`src/rtl/sdram_arb.sv`:
```
// sdram_arb: slot arbiter sharing one SDRAM controller between a CPU port
// (read/write) and a video port (read only). One clk cycle is one SDRAM slot.
// Reads are tracked by a {valid, port} tag pipeline so a video read and a
// CPU read can be in flight at the same time.
module sdram_arb #(
    parameter int RD_LAT           = 2,
    parameter int REFRESH_INTERVAL = 64,
    parameter int MAX_WAIT         = 4
) (
    input  logic        clk,
    input  logic        reset,
    input  logic        cpu_req,
    input  logic        cpu_we,
    input  logic [23:0] cpu_addr,
    input  logic [1:0]  cpu_ds,
    input  logic [15:0] cpu_din,
    output logic        cpu_ack,
    output logic [15:0] cpu_dout,
    input  logic        vid_req,
    input  logic [23:0] vid_addr,
    output logic        vid_ack,
    output logic [15:0] vid_dout,
    output logic        mem_oe,
    output logic        mem_we,
    output logic [23:0] mem_addr,
    output logic [1:0]  mem_ds,
    output logic [15:0] mem_din,
    input  logic [15:0] mem_dout
);

    localparam int RW     = (REFRESH_INTERVAL > 2) ? $clog2(REFRESH_INTERVAL) : 1;
    localparam int SW_MIN = $clog2(MAX_WAIT + 1);
    localparam int SW     = (SW_MIN > 3) ? SW_MIN : 3;

    typedef enum logic [1:0] {
        GNT_NONE = 2'd0,
        GNT_CPU  = 2'd1,
        GNT_VID  = 2'd2
    } gnt_e;

    // Registered memory-side strobes and fields
    logic              mem_oe_q,   mem_oe_d;
    logic              mem_we_q,   mem_we_d;
    logic [23:0]       mem_addr_q, mem_addr_d;
    logic [1:0]        mem_ds_q,   mem_ds_d;
    logic [15:0]       mem_din_q,  mem_din_d;

    // Port completion state
    logic              cpu_ack_q,  cpu_ack_d;
    logic              vid_ack_q,  vid_ack_d;
    logic [15:0]       cpu_dout_q, cpu_dout_d;
    logic [15:0]       vid_dout_q, vid_dout_d;
    logic              cpu_busy_q, cpu_busy_d;
    logic              vid_busy_q, vid_busy_d;

    // Read tag pipeline: stage i is valid during the (i+1)-th slot after grant
    logic [RD_LAT-1:0] tag_vld_q,  tag_vld_d;
    logic [RD_LAT-1:0] tag_vid_q,  tag_vid_d;

    // Fairness and refresh counters
    logic [SW-1:0]     starve_q,   starve_d;
    logic [RW-1:0]     refresh_q,  refresh_d;

    // Grant decision (combinational, consumed by the next-state logic)
    gnt_e              gnt;
    logic              force_idle;
    logic              cpu_can;
    logic              vid_can;
    logic              starved;
    logic              cap_vld;
    logic              cap_vid;

    // Pick at most one port for this edge in priority order
    always_comb begin
        force_idle = (refresh_q == RW'(REFRESH_INTERVAL - 1));
        cpu_can    = cpu_req && !cpu_busy_q;
        vid_can    = vid_req && !vid_busy_q;
        starved    = (starve_q == SW'(MAX_WAIT));
        gnt        = GNT_NONE;
        if (!force_idle) begin
            if (cpu_can && starved) begin
                gnt = GNT_CPU;
            end else if (vid_can) begin
                gnt = GNT_VID;
            end else if (cpu_can) begin
                gnt = GNT_CPU;
            end
        end
    end

    // Next state for strobes, tags, acks, read data, busy flags and counters
    always_comb begin
        // Strobes last exactly one slot; the address/data fields simply hold.
        mem_oe_d   = 1'b0;
        mem_we_d   = 1'b0;
        mem_addr_d = mem_addr_q;
        mem_ds_d   = mem_ds_q;
        mem_din_d  = mem_din_q;

        case (gnt)
            GNT_CPU: begin
                mem_oe_d   = !cpu_we;
                mem_we_d   = cpu_we;
                mem_addr_d = cpu_addr;
                mem_ds_d   = cpu_ds;
                mem_din_d  = cpu_din;
            end
            GNT_VID: begin
                mem_oe_d   = 1'b1;
                mem_addr_d = vid_addr;
                mem_ds_d   = 2'b11;
            end
            default: begin
            end
        endcase

        // Every read slot enters the tag pipeline; writes never do.
        tag_vld_d    = '0;
        tag_vid_d    = '0;
        tag_vld_d[0] = (gnt == GNT_VID) || ((gnt == GNT_CPU) && !cpu_we);
        tag_vid_d[0] = (gnt == GNT_VID);
        for (int i = 1; i < RD_LAT; i++) begin
            tag_vld_d[i] = tag_vld_q[i-1];
            tag_vid_d[i] = tag_vid_q[i-1];
        end

        // The last tag stage marks the edge where mem_dout is captured.
        cap_vld = tag_vld_q[RD_LAT-1];
        cap_vid = tag_vid_q[RD_LAT-1];

        // A CPU write completes in its own strobe slot; reads ack after capture.
        cpu_ack_d  = ((gnt == GNT_CPU) && cpu_we) || (cap_vld && !cap_vid);
        vid_ack_d  = cap_vld && cap_vid;
        cpu_dout_d = (cap_vld && !cap_vid) ? mem_dout : cpu_dout_q;
        vid_dout_d = (cap_vld &&  cap_vid) ? mem_dout : vid_dout_q;

        // Busy spans grant edge through the edge that ends the ack cycle.
        cpu_busy_d = (gnt == GNT_CPU) ? 1'b1 : (cpu_ack_q ? 1'b0 : cpu_busy_q);
        vid_busy_d = (gnt == GNT_VID) ? 1'b1 : (vid_ack_q ? 1'b0 : vid_busy_q);

        // Count slots the CPU could have used but lost; forced idles don't count.
        starve_d = starve_q;
        if (!cpu_req || (gnt == GNT_CPU)) begin
            starve_d = '0;
        end else if (!cpu_busy_q && !force_idle && !starved) begin
            starve_d = starve_q + SW'(1);
        end

        // Consecutive granted slots; any empty slot (forced or not) restarts it.
        refresh_d = (gnt != GNT_NONE) ? (refresh_q + RW'(1)) : '0;
    end

    // State registers with synchronous reset that also drops in-flight reads
    always_ff @(posedge clk) begin
        if (reset) begin
            mem_oe_q   <= 1'b0;
            mem_we_q   <= 1'b0;
            mem_addr_q <= '0;
            mem_ds_q   <= '0;
            mem_din_q  <= '0;
            cpu_ack_q  <= 1'b0;
            vid_ack_q  <= 1'b0;
            cpu_dout_q <= '0;
            vid_dout_q <= '0;
            cpu_busy_q <= 1'b0;
            vid_busy_q <= 1'b0;
            tag_vld_q  <= '0;
            tag_vid_q  <= '0;
            starve_q   <= '0;
            refresh_q  <= '0;
        end else begin
            mem_oe_q   <= mem_oe_d;
            mem_we_q   <= mem_we_d;
            mem_addr_q <= mem_addr_d;
            mem_ds_q   <= mem_ds_d;
            mem_din_q  <= mem_din_d;
            cpu_ack_q  <= cpu_ack_d;
            vid_ack_q  <= vid_ack_d;
            cpu_dout_q <= cpu_dout_d;
            vid_dout_q <= vid_dout_d;
            cpu_busy_q <= cpu_busy_d;
            vid_busy_q <= vid_busy_d;
            tag_vld_q  <= tag_vld_d;
            tag_vid_q  <= tag_vid_d;
            starve_q   <= starve_d;
            refresh_q  <= refresh_d;
        end
    end

    assign mem_oe   = mem_oe_q;
    assign mem_we   = mem_we_q;
    assign mem_addr = mem_addr_q;
    assign mem_ds   = mem_ds_q;
    assign mem_din  = mem_din_q;
    assign cpu_ack  = cpu_ack_q;
    assign vid_ack  = vid_ack_q;
    assign cpu_dout = cpu_dout_q;
    assign vid_dout = vid_dout_q;

endmodule

```
`config.mk`:
```
export PLATFORM = sky130hd
export DESIGN_NAME = sdram_arb
export DESIGN_NICKNAME = d
export VERILOG_FILES = /design/src/rtl/sdram_arb.sv
export SDC_FILE = /design/constraint.sdc
export NUM_CORES = 1
export LEC_CHECK = 0
export BUFFER_PORTS_ARGS = -buffer_cell sky130_fd_sc_hd__buf_4
export CAP_MARGIN = 20
export CORE_ASPECT_RATIO = 1.1
export CORE_MARGIN = 2
export CORE_UTILIZATION = 45
export DETAILED_ROUTE_END_ITERATION = 6
export PLACE_DENSITY = 0.78
export REMOVE_ABC_BUFFERS = 1
export SLEW_MARGIN = 30
export SYNTH_ARGS = -nofsm -noshare
export SYNTH_HDL_FRONTEND = slang
export SYNTH_SLANG_ARGS = --single-unit
export TNS_END_PERCENT = 30
```
`constraint.sdc`:
```
create_clock -name clk -period 6.8 [get_ports clk]
set_input_delay 1.36 -clock clk [delete_from_list [all_inputs] [get_ports clk]]
set_output_delay 1.36 -clock clk [all_outputs]
set_load 0.05 [all_outputs]
```
==> flow_metrics.py <==
metrics = {
    "status": {
        "status": "completed",
    },
    "synth": {
        "synth_top_flop_cell": "dfxtp_1",
        "synth-seq-cells": 93,
        "yosysSeqAreaShare_pct": 49.9,
        "syn_avg_cell_area_um2": 9.42,
        "synth_top_family_by_area": "multiplexers",
        "ys_types": 31,
        "yosys.area_share.adder_pct": 2.35,
        "synthCells": 396,
        "async_flop_share_pct": 0,
        "yosys_warnings": 0,
        "synth_edf_count": 0,
        "synthSimpleGateAreaFrac_pct": 16.9,
        "syn_area_mm2": 0.00373,
        "synth_mux_area_share_pct": 19.0,
        "synth_xor_area_share_pct": 0.704,
        "synth_compound_area_share_pct": 6.64,
    },
    "timing": {
        "rsz0062_at_grt": "false",
        "setup-violations-final": 0,
        "maxSlewHeadroom_pct": 42.2,
        "tightest_slew_ns": 0.867,
        "max_freq_mhz": 354,
        "skew_ns": 0.0137,
        "layout_worst_path_cycle_share_pct": 41.5,
        "drv_slew": 0,
        "hold_viol_final": 0,
        "period_needed_ns": 2.82,
        "tns_ns": 0,
    },
    "final_layout": {
        "drive_above_1_share_pct": 38.2,
        "area_delta_synth_final_pct": 38.8,
        "final_nets": 642,
        "antenna_cells": 0,
        "regArea_mm2": 0.00186,
        "fillers": 676,
        "multi_input_area_mm2": 0.00171,
        "fin_cells": 661,
        "stdcell_area_mm2": 0.00518,
    },
    "clock_network": {
        "htreeDepth": 3,
        "path_clk_slew_ns": 0.09,
        "cts_root_buffer": "clkbuf_8",
        "cts_max_path_buffers": 2,
        "hold_buffers": 0,
        "cts.sinks": 93,
        "postCtsSetupBuffers": 0,
        "numCtsBuffers": 9,
        "cts_resized": 0,
        "clock_latency_ns": 0.35,
        "cts_tree": "built",
    },
    "place": {
        "dp_hpwl_um": 6400,
        "gp_congestion": 0.735,
        "place_area_mm2": 0.00497,
        "io_buffers": 164,
        "post-place-cells": 645,
    },
    "critical_path": {
        "cp.depth": 9,
        "cp-start-kind": "input port",
        "cp_slowest_stage_delay_ns": 0.35,
        "path_max_fanout": 29,
        "path_cells": "buf_4 > nand2b_1 > o21ai_0 > or3_1 > ha_1 > buf_4 > mux2_2 > mux2i_1 > nor2_1",
        "required_ns": 7.00,
        "reg2regPathDepth": 10,
        "path_delay_family": "simple AND/OR/NAND/NOR gates",
        "crit_slowest_cell": "or3_1",
        "cp.arrival_ns": 3.03,
        "path_class": "in2reg",
        "critPathBufInv": 2,
        "crit_top_cell": "buf_4",
        "endpoint_kind": "register",
    },
    "drt": {
        "drt_first_pass_iters": 4,
        "vias": 3191,
        "drt_wl_total_um": 8780,
        "wire_per_inst_um": 13.3,
        "drcViolationCount": 0,
        "ant_nets": 0,
        "via_per_inst": 4.83,
        "drt_iter0_markers": 125,
    },
    "global_routing": {
        "antenna_found_initial": 0,
        "overflow": 0,
        "grt_pass1_wl_um": 14000,
        "grt_pass1_vias": 3123,
        "grtUsageTotal_pct": 18.8,
        "grt_max_degree": 87,
    },
    "power_and_ir_drop": {
        "power_leakage_uw": 0.00235,
        "power_density_mw_per_mm2": 247,
        "total_power_uw": 1280,
        "peakVddDrop_mv": 0.143,
    },
    "floorplan": {
        "die_y_um": 99.5,
        "start_util_pct": 46.7,
        "ioPinCount": 165,
        "core_area_mm2": 0.00800,
        "die_x_um": 90.8,
        "dieArea_mm2": 0.00904,
        "floorplan.rows": 34,
    },
    "job": {
        "maxCapViolations": 0,
    },
    "worst_hold_path": {
        "hold_class": "reg2reg",
        "worstHoldPathCells": 1,
    },
}
[cell usage after synthesis (all sizes together) (2+ instances only)]
| cell | count | share of area [%] |
|---|---|---|
| inv | 6 | 0.60 |
| ha | 7 | 2.3 |
| mux2i | 42 | 11 |
| and2 | 2 | 0.34 |
| a21oi | 38 | 5.1 |
| nand2 | 73 | 7.3 |
| nor2b | 7 | 1.2 |
| nand2b | 2 | 0.34 |
| buf | 20 | 3.4 |
| nor2 | 53 | 5.3 |
| clkbuf | 5 | 0.57 |
| nand3 | 3 | 0.54 |
| dfxtp | 93 | 50 |
| nor3 | 6 | 0.80 |
| xor2 | 2 | 0.47 |
| mux2 | 24 | 7.7 |
| o21ai | 3 | 0.40 |
| or3 | 2 | 0.34 |
[sequential cells by signal, indices dropped and copies added (netlist names), 2 cells and up]
name	count
mem_ds	2
cpu_dout	16
vid_dout	16
tag_vid_q	2
refresh_q	6
starve_q	3
mem_din	16
tag_vld_q	2
mem_addr	24
[metal layers]
| metal | vias to the layer above | wire length, µm | track usage (%) |
|---|---|---|---|
| li1 | 1607 | - | - |
| met1 | 1455 | 3600 | 20.9 |
| met2 | 117 | 4490 | 34.8 |
| met3 | 12 | 524 | 3.86 |
| met4 | 0 | 161 | 7.93 |
| met5 | - | 0 | 0 |
[through the flow]
step	utilization [%]	hold WS [ns]	setup slack, ns
after detailed placement	62.2	0.427	3.61
after floorplan	-	0.414	3.56
after CTS	64.7	0.446	3.98
final	64.7	0.438	3.98
after global placement	62.1	0.419	3.51
after global routing	64.7	0.466	3.86
[cells in the final DEF, fill, tap and decap left out, types with 3 or more instances in the layout]
master | synthesis | layout
inv_1 | 6 | 6
a21oi_1 | 38 | 38
dfxtp_1 | 93 | 93
nor3_1 | 6 | 6
mux2_4 | 5 | 5
nand2_1 | 73 | 73
mux2_2 | 19 | 19
mux2i_1 | 42 | 42
nor2b_1 | 7 | 6
clkbuf_8 | 0 | 10
nor2_1 | 53 | 53
ha_1 | 7 | 6
buf_4 | 5 | 166
o21ai_0 | 3 | 3
[where the power goes]
group          switching [µW]  internal [µW]  total, µW
Clock                     192            183        375
Combinational             184            126        310
Sequential               18.4            577        596
[worst reg2reg max path: cells and delay by family (launching register included)]
kind | cells | cell delay [ns]
muxes | 2 | 0.56
adders and majority gates | 2 | 0.37
DFF | 1 | 0.36
buffers and inverters | 2 | 0.42
and+or+nand+nor | 3 | 0.43
AOI/OAI and AO/OA | 1 | 0.20
[final cells by class]
type / count / share of cell area, %
Clock buffer: 10 / 2.66
Tap cell: 108 / 2.61
Sequential cell: 93 / 36.0
Inverter: 6 / 0.435
Timing Repair Buffer: 166 / 24.1
Clock inverter: 6 / 1.33
Multi-Input combinational cell: 272 / 32.9
[final timing paths]
kind	from	endpoint	slack (ns)
setup / recovery	vid_req	mem_addr[2]	3.98
hold / removal	tag_vid_q[0]	tag_vid_q[1]	0.44
setup reg to reg	starve_q[0]	mem_addr[2]	4.34
hold reg to reg	tag_vid_q[0]	tag_vid_q[1]	0.44
[cells by family (layout without fill, tap and decap cells)]
family,count (synthesis),count (layout)
buf+inv,31,188
fa+ha+maj,7,7
flops,93,93
compound gates,46,46
mux,66,66
simple gates,150,150
xor+xnor,3,3
No activity file was read; power rests on OpenSTA's default activity.
